$ cat config.mk
export PLATFORM = sky130hd
export DESIGN_NAME = led_matrix_scan_flat
export DESIGN_NICKNAME = d
export VERILOG_FILES = /design/src/rtl/led_matrix_scan_if.sv /design/src/rtl/led_matrix_scan.sv /design/src/flat_wrapper.sv
export SDC_FILE = /design/constraint.sdc
export NUM_CORES = 1
export LEC_CHECK = 0
export ABC_AREA = 1
export ABC_CLOCK_PERIOD_IN_PS = 3600
export CAP_MARGIN = 10
export CELL_PAD_IN_SITES_DETAIL_PLACEMENT = 1
export CELL_PAD_IN_SITES_GLOBAL_PLACEMENT = 1
export CORE_MARGIN = 2
export CORE_UTILIZATION = 51
export DETAILED_ROUTE_END_ITERATION = 10
export GPL_ROUTABILITY_DRIVEN = 0
export GPL_TIMING_DRIVEN = 0
export PLACE_DENSITY_LB_ADDON = 0.1
export RECOVER_POWER = 100
export SYNTH_ARGS = -nofsm -noshare
export SYNTH_HDL_FRONTEND = slang
export SYNTH_SLANG_ARGS = --single-unit
$ cat constraint.sdc
create_clock -name clk50 -period 3.6 [get_ports clk50]
set_input_delay 0.36 -clock clk50 [delete_from_list [all_inputs] [get_ports clk50]]
set_output_delay 0.36 -clock clk50 [all_outputs]
set_load 0.005 [all_outputs]
$ cat src/rtl/led_matrix_scan_if.sv
// Game-side bus into the LED matrix scanner: back-buffer writes, swap request/ack and row/column drive.
interface led_matrix_scan_if #(
    parameter int COLS = 8
) ();
    logic            wr_en;
    logic [2:0]      wr_row;
    logic [COLS-1:0] wr_data;
    logic            swap_req;
    logic [7:0]      row_sel;
    logic [COLS-1:0] col_data;
    logic            frame_start;
    logic            swap_ack;

    modport master (
        output wr_en, wr_row, wr_data, swap_req,
        input  row_sel, col_data, frame_start, swap_ack
    );

    modport slave (
        input  wr_en, wr_row, wr_data, swap_req,
        output row_sel, col_data, frame_start, swap_ack
    );
endinterface

$ cat src/rtl/led_matrix_scan.sv
// Double-buffered 8-row LED matrix scanner; one row lit at a time with blanking, stepped by scan_clk rising edges.
// Outputs registered, one clk50 cycle after the qualifying tick; no backpressure (writes always accepted).
module led_matrix_scan #(
    parameter int COLS        = 8,
    parameter int ROW_DWELL   = 16,
    parameter int BLANK_TICKS = 1
) (
    input  logic             clk50,
    input  logic             rst_n,
    input  logic             scan_clk,
    led_matrix_scan_if.slave bus
);
    typedef enum logic {ST_BLANK = 1'b0, ST_SHOW = 1'b1} state_t;

    localparam logic [7:0] DWELL_LAST = 8'(ROW_DWELL - 1);
    localparam logic [7:0] BLANK_LAST = 8'(BLANK_TICKS - 1);

    state_t          r_state, w_state_nxt;
    logic            r_sc_q;
    logic            w_tick;
    logic [7:0]      r_cnt, w_cnt_nxt;
    logic [2:0]      r_row, w_row_nxt;
    logic            r_front, w_front_nxt;
    logic            r_pending, w_pending_nxt;
    logic            w_boundary;
    logic            w_back;
    logic [COLS-1:0] r_buf [2][8];

    logic [7:0]      r_row_sel, w_row_sel_nxt;
    logic [COLS-1:0] r_col, w_col_nxt;
    logic            r_frame_start, w_frame_start_nxt;
    logic            r_swap_ack, w_swap_ack_nxt;

    assign w_tick = scan_clk & ~r_sc_q;
    assign w_back = ~r_front;

    always_ff @(posedge clk50) begin
        if (!rst_n) begin
            r_state       <= ST_BLANK;
            r_sc_q        <= 1'b0;
            r_cnt         <= 8'd0;
            r_row         <= 3'd0;
            r_front       <= 1'b0;
            r_pending     <= 1'b0;
            r_row_sel     <= 8'd0;
            r_col         <= '0;
            r_frame_start <= 1'b0;
            r_swap_ack    <= 1'b0;
        end else begin
            r_state       <= w_state_nxt;
            r_sc_q        <= scan_clk;
            r_cnt         <= w_cnt_nxt;
            r_row         <= w_row_nxt;
            r_front       <= w_front_nxt;
            r_pending     <= w_pending_nxt;
            r_row_sel     <= w_row_sel_nxt;
            r_col         <= w_col_nxt;
            r_frame_start <= w_frame_start_nxt;
            r_swap_ack    <= w_swap_ack_nxt;
        end
    end

    // Writes target whichever buffer is "back" before this edge, even if a swap lands on the same edge.
    always_ff @(posedge clk50) begin
        if (!rst_n) begin
            for (int b = 0; b < 2; b++) begin
                for (int r = 0; r < 8; r++) begin
                    r_buf[b][r] <= '0;
                end
            end
        end else if (bus.wr_en) begin
            r_buf[w_back][bus.wr_row] <= bus.wr_data;
        end
    end

    always_comb begin
        w_state_nxt = r_state;
        w_cnt_nxt   = r_cnt;
        w_row_nxt   = r_row;
        w_boundary  = 1'b0;
        if (w_tick) begin
            case (r_state)
                ST_BLANK: begin
                    if (r_cnt == BLANK_LAST) begin
                        w_state_nxt = ST_SHOW;
                        w_cnt_nxt   = 8'd0;
                    end else begin
                        w_cnt_nxt = r_cnt + 8'd1;
                    end
                end
                ST_SHOW: begin
                    if (r_cnt == DWELL_LAST) begin
                        w_state_nxt = ST_BLANK;
                        w_cnt_nxt   = 8'd0;
                        w_row_nxt   = r_row + 3'd1;
                        w_boundary  = (r_row == 3'd7);
                    end else begin
                        w_cnt_nxt = r_cnt + 8'd1;
                    end
                end
                default: w_state_nxt = ST_BLANK;
            endcase
        end
        // Only a request pending before the boundary edge is serviced; one raised on it waits a frame.
        w_front_nxt   = r_front ^ (w_boundary & r_pending);
        w_pending_nxt = (w_boundary & r_pending) ? 1'b0 : (r_pending | bus.swap_req);
    end

    always_comb begin
        w_row_sel_nxt     = r_row_sel;
        w_col_nxt         = r_col;
        w_frame_start_nxt = 1'b0;
        w_swap_ack_nxt    = w_boundary & r_pending;
        if (r_state == ST_BLANK && w_state_nxt == ST_SHOW) begin
            w_row_sel_nxt     = 8'd1 << r_row;
            w_col_nxt         = r_buf[r_front][r_row];
            w_frame_start_nxt = (r_row == 3'd0);
        end else if (r_state == ST_SHOW && w_state_nxt == ST_BLANK) begin
            w_row_sel_nxt = 8'd0;
            w_col_nxt     = '0;
        end
    end

    assign bus.row_sel     = r_row_sel;
    assign bus.col_data    = r_col;
    assign bus.frame_start = r_frame_start;
    assign bus.swap_ack    = r_swap_ack;
endmodule
$ cat src/flat_wrapper.sv
// flat-port wrapper written by rule: the top's interface ports become plain ports
module led_matrix_scan_flat 
#(
    parameter int COLS        = 8,
    parameter int ROW_DWELL   = 16,
    parameter int BLANK_TICKS = 1
)
  (clk50, rst_n, scan_clk, bus_wr_en, bus_wr_row, bus_wr_data, bus_swap_req, bus_row_sel, bus_col_data, bus_frame_start, bus_swap_ack);
  led_matrix_scan_if #(.COLS(COLS)) bus_i ();
  input  logic clk50;
  input  logic rst_n;
  input  logic scan_clk;
  input wire logic [$bits(bus_i.wr_en)-1:0] bus_wr_en;
  input wire logic [$bits(bus_i.wr_row)-1:0] bus_wr_row;
  input wire logic [$bits(bus_i.wr_data)-1:0] bus_wr_data;
  input wire logic [$bits(bus_i.swap_req)-1:0] bus_swap_req;
  output wire logic [$bits(bus_i.row_sel)-1:0] bus_row_sel;
  output wire logic [$bits(bus_i.col_data)-1:0] bus_col_data;
  output wire logic [$bits(bus_i.frame_start)-1:0] bus_frame_start;
  output wire logic [$bits(bus_i.swap_ack)-1:0] bus_swap_ack;
  assign bus_i.wr_en = bus_wr_en;
  assign bus_i.wr_row = bus_wr_row;
  assign bus_i.wr_data = bus_wr_data;
  assign bus_i.swap_req = bus_swap_req;
  assign bus_row_sel = bus_i.row_sel;
  assign bus_col_data = bus_i.col_data;
  assign bus_frame_start = bus_i.frame_start;
  assign bus_swap_ack = bus_i.swap_ack;
  led_matrix_scan #(.COLS(COLS), .ROW_DWELL(ROW_DWELL), .BLANK_TICKS(BLANK_TICKS)) u_core (.clk50(clk50), .rst_n(rst_n), .scan_clk(scan_clk), .bus(bus_i));
endmodule
Word level (Yosys, flattened, before mapping)
Memories as Yosys holds them, arrays and structs flattened. A register that Yosys moved wholly into a read port is not among the register bits. Index checks and enable logic that the tools add are counted.

$add $sub $neg: 2. Magnitude comparators: 3. Equality and inequality tests: 2. Shifts and indexed selects: 1. Mux-type cells: 26. Bitwise operators: 11. Reduce and logical (&&, ||, !) cells: 10.

Operator list (number): two-way mux 64 bit (3); two-way mux 8 bit (8); OR reduction 64 bit (1); binary-select mux 8 bit (select 3 bit) (1); demux 8 bit (select 3 bit) (1); one-hot mux 8 bit (2 select lines) (1); two-way mux 1 bit (11); adder 8 x 1 -> 8 bit (second input constant) (1); equality test 8 x 4 -> 1 bit (second input constant) (1); greater-or-equal comparator 4 bit (second input constant) (2); zero test 8 bit (1); NOT 3 -> 4 bit (2); << shifter 1 x 3 -> 8 bit (first input constant) (1); NOT 1 bit (5); less-than comparator 4 x 1 -> 1 bit (second input constant) (1); adder 3 x 1 -> 3 bit (second input constant) (1); equality test 3 bit (second input constant) (1); logical AND 1 bit (3); zero test 3 bit (1); AND reduction 3 bit (1); AND 1 bit (2); one-hot mux 1 bit (2 select lines) (1); AND reduction 2 bit (1); nonzero test 2 bit (1); other kinds (3) (3).

Register bits after elaboration: 33. RAM bits: 128. Input bits: 16. Output and inout port bits: 18. Memories: 1.

Memory list: u_core.r_buf (depth 2, width 64, rd ports 1, clocked after memory_dff 1, wr ports 2, RTL line led_matrix_scan.sv:27) `logic [COLS-1:0] r_buf [2][8];`.

Logic depth before layout (Yosys ltp)
Depth after elaboration: 8. Depth in mapped cells: 14. Mapped depth without buffers: 13.

Worst setup path before layout
OpenSTA, ideal clock, no wires.

Path kind: reg2reg. Start: reg u_core.r_cnt[1]. End: reg u_core.r_col[3] (netlist: u_core.bus.col_data[3]). Arrival time: 1.918 ns. Data required time: 3.529 ns. Setup slack: 1.612 ns. Cell stages (with the launch flop): 14. Cells stage by stage: dfxtp_1 -> ha_1 -> nand2_1 -> inv_1 -> nand2_2 -> nor2_2 -> nand2_1 -> nand2_1 -> nand2_1 -> ha_1 -> nor2_1 -> buf_2 -> nand3_1 -> a21oi_1.

Longest elaborated chain between the ends: 7.

RTL lines: start, declared (RTL line led_matrix_scan.sv:21) `logic [7:0] r_cnt, w_cnt_nxt;`; start signal, assigned (RTL line led_matrix_scan.sv:52) `r_cnt <= w_cnt_nxt;`; equality test 8 x 4 -> 1 bit / zero test 8 bit (equally long branches) (RTL line led_matrix_scan.sv:92, led_matrix_scan.sv:84); two-way mux 1 bit, on equally long branches (RTL line led_matrix_scan.sv:92, led_matrix_scan.sv:84); one-hot mux 1 bit (2 select lines) * (RTL line led_matrix_scan.sv:82) `case (r_state)`; two-way mux 1 bit * (RTL line led_matrix_scan.sv:81) `if (w_tick) begin`; net u_core.w_state_nxt (RTL line led_matrix_scan.sv:18) `state_t r_state, w_state_nxt;`; NOT 1 bit (RTL line led_matrix_scan.sv:118) `end else if (r_state == ST_SHOW && w_state_nxt == ST_BLANK) begin`; logical AND 1 bit (RTL line led_matrix_scan.sv:118); nonzero test 2 bit (no source line); end signal, assigned (RTL line led_matrix_scan.sv:57) `r_col <= w_col_nxt;`; end, declared (RTL line led_matrix_scan.sv:30) `logic [COLS-1:0] r_col, w_col_nxt;`.

Mark *: on every way through the listed nets, which the timed path passes. The rest lies on a longest branch. A chain may end at the register's enable or synchronous reset.

Final worst setup path
Start: in scan_clk. End: reg u_core.r_col[4] (netlist: u_core.bus.col_data[4]).

Longest elaborated chain between the ends: 5.

RTL lines: start, declared (RTL line flat_wrapper.sv:12) `input logic scan_clk;`; AND 1 bit * (RTL line led_matrix_scan.sv:34) `assign w_tick = scan_clk & ~r_sc_q;`; two-way mux 1 bit * (RTL line led_matrix_scan.sv:81); net u_core.w_state_nxt (RTL line led_matrix_scan.sv:18); NOT 1 bit (RTL line led_matrix_scan.sv:118); logical AND 1 bit (RTL line led_matrix_scan.sv:118); nonzero test 2 bit (no source line).

Marks and branches as above.

==> out/results.tsv <==
stage	metric	value	unit
outcome	status	completed	
synthesis	synth_xor_area_frac	0.003671	
synthesis	synthMuxAreaShare	0	
synthesis	synth_cell_types	28	
cts	clock_path_buffers	2	
critical_path	crit_type	in2reg	
global_routing	use_met3	0.1013	
critical_path	path_buf_inv	3	
timing	hold_viol	0	
global_routing	use_met2	0.5566	
synthesis	synth.top_cell.area_share	0.5370	
layout	seq_area	4524	um2
pwr	ir_drop	0.3825	mV
detailed_routing	final_antenna_net_count	0	
die	start_util	0.5197	
synthesis	syn_area	7158	um2
critical_path	critPathMaxStageDelay	0.56	ns
synthesis	yosys_warnings	0	
timing	maxSlewViolCount	0	
cts	post_cts_resized	0	
critical_path	crit_path_frequent_cell	nand2_1	
die	dieArea	15000	um2
pwr	power_density	512.8	nW/um2
run	max_cap_viol_count	0	
layout	layout-drive-gt1-share	0.07090	
detailed_routing	drc	0	
timing	finalCriticalPeriod	2.873	ns
detailed_routing	via_per_inst	5.853	
layout	final_common_cell	nand2_1	
global_routing	top_usage_layer	met2	
global_routing	grt_antenna_before_repair	1	
critical_path	critical_path.top_delay_family	simple AND/OR/NAND/NOR gates	
timing	timing.fmax	0.3481	GHz
synthesis	synth-compound-area-share	0.02587	
synthesis	ys_seq_area_frac	0.6321	
layout	area_delta_synth_final	15.29	%
critical_path	crit_path_max_fanout	10	
global_routing	grt_pass1_vias	6040	
synthesis	synthesis.area_per_instance	9.673	um2
die	rows	43	
pwr	p_leak	3.254	nW
worst_hold_path	min_path_type	in2reg	
timing	post-route-period-util	0.7980	
die	core-area	13770	um2
layout	diodes	0	
die	dieWidth	122.5	um
die	ios	34	
cts	clk_latency	0.45	ns
cts	cts_setup_buffers	0	
detailed_routing	num_vias	5759	
detailed_routing	drt-total-wl	23390	um
cts	cts_root_buffer	clkbuf_16	
global_routing	grt.met1_usage	0.3953	
detailed_routing	first_pass_iters	5	
critical_path	crit_chain	dlygate4sd3_1, inv_1, nor2_4, nand2_1, nor2_1, nand2_1, nand2_1, nand2_1, ha_1, nor2_1, buf_2, nand3_1, a21oi_1	
timing	setup_tns	0	ns
synthesis	yosys.area_share.simple	0.2666	
global_routing	grt_overflow	0	
detailed_routing	drtIter0Drc	599	
synthesis	synth_area_leaders	edfxtp_1, nand2_1, dfxtp_1	
synthesis	synth_nets	765	
cts	tritoncts	built	
layout	multi_input_area	2198	um2
layout	layout_common_cells	nand2_1, nand3_1, edfxtp_1	
critical_path	end_kind	flop	
cts	ctsHoldBuffers	0	
timing	rsz0062_at_grt	false	
cts	cts.sinks	162	
timing	tightestPinTransition	1.121	ns
cts	htreeDepth	4	
synthesis	syn_inst	740	
critical_path	cp_slowest_cell	dlygate4sd3_1	
detailed_routing	wire_per_inst	23.77	um
timing	skew	0.009483	ns
synthesis	synth_adder_area_share	0.01573	
critical_path	r2r_slack	0.82	ns
global_routing	grtUsageTotal	0.3345	
critical_path	worst_ep_required_time	3.97	ns
place	numPortBuffers	32	
layout	fin_cells	984	
global_routing	grt_start_max_net_pins	17	
pwr	total_power	0.004232	W
timing	slew_headroom	0.2528	
global_routing	grt_pass1_wl	35450	um
synthesis	yosysTopAreaCell	edfxtp_1	
critical_path	crit_arrival	3.24	ns
layout	nFillCells	1569	
synthesis	ys_ff_latch	162	
critical_path	critPathLaunchType	primary input	
synthesis	synth_top_family_by_area	simple AND/OR/NAND/NOR gates	
timing	finalSetupViolCount	0	
place	dpl.hpwl	15920	um
layout	fin_nets	816	
die	die_h	122.5	um
cts	cts_made_buffers	17	
cts	clkTransAtPathRegs	0.06	ns
place	dp.cells	952	
-- power by group --
part | leakage [nW] | internal, W | switching, W
Combinational | 1.34 | 0.0000707 | 0.000177
Sequential | 1.63 | 0.00209 | 0.0000286
Clock | 0.285 | 0.00109 | 0.000772
Total | 3.25 | 0.00325 | 0.000978
-- through the flow --
stage | util | setup WS (ns) | area [um2] | hold slack, ns
after floorplan | - | 1.612 | 7158 | 0.4527
after global placement | 0.5593 | 0.6314 | 7704 | 0.4436
after detailed placement | 0.5593 | 0.5575 | 7704 | 0.4559
after CTS | 0.6023 | 0.9665 | 8295 | 0.2136
after global routing | 0.5992 | 0.5314 | 8253 | 0.3882
final | 0.5992 | 0.7271 | 8253 | 0.3288
-- cells by family (layout without fill, tap and decap cells) --
kind of cell | after synthesis | count (layout)
compound gates | 36 | 36
xor+xnor | 3 | 3
fa+ha+maj | 9 | 9
buf+inv | 86 | 150
flops | 162 | 162
simple gates | 444 | 444
-- layer usage --
metal	wire length, um	share of wire	vias to the layer above
li1	-	-	2589
met1	8706	0.37	2824
met2	11670	0.50	272
met3	2028	0.087	72
met4	976	0.042	2
met5	8	0.00034	-
-- path summary, 6_finish.rpt --
| kind | cells after the start | endpoint | from |
|---|---|---|---|
| worst min-delay path | 3 | u_core.r_cnt[2] | rst_n |
| worst min register to register | 2 | u_core.bus.row_sel[7] | u_core.bus.row_sel[7] |
| worst max-delay path | 13 | u_core.bus.col_data[4] | scan_clk |
| worst max register to register | 13 | u_core.bus.col_data[4] | u_core.r_cnt[1] |
-- flip-flops by register name, indices dropped and copies added (netlist names), named ones only --
name / cells
u_core.bus.swap_ack: 1
u_core.r_buf: 128
u_core.r_front: 1
u_core.r_row: 3
u_core.bus.col_data: 8
u_core.r_sc_q: 1
u_core.bus.frame_start: 1
u_core.r_state: 1
u_core.r_cnt: 8
u_core.bus.row_sel: 8
u_core.r_pending: 1
-- worst register-to-register path: stages (launching register included) --
cell and delay [ns]:
dfxtp_1 0.38, ha_1 0.21, nand2_1 0.08, inv_1 0.06
nand2_1 0.07, nor2_1 0.25, nand2_1 0.08, nand2_1 0.09
nand2_1 0.06, ha_1 0.39, nor2_1 0.31, buf_2 0.32
nand3_1 0.24, a21oi_1 0.17
-- Yosys cell counts (all sizes together) --
master / n
clkbuf: 6
a211oi: 2
clkinv: 4
o21ai: 7
nand2: 189
nand4: 2
nand3b: 2
buf: 27
ha: 9
inv: 49
dfxtp: 34
xnor2: 2
nor2: 111
edfxtp: 128
a21oi: 27
xor2: 1
nand3: 135
nor3: 5
-- cell type report --
cell class	count	area share
clock buffers	19	0.05246
multi-input cells	492	0.2664
well taps	180	0.02729
inverters	53	0.02426
flip-flops and latches	162	0.5482
clock inverters	13	0.01925
plain buffers	33	0.02335
repair buffers	32	0.03881
(Power assumes the default switching activity.)
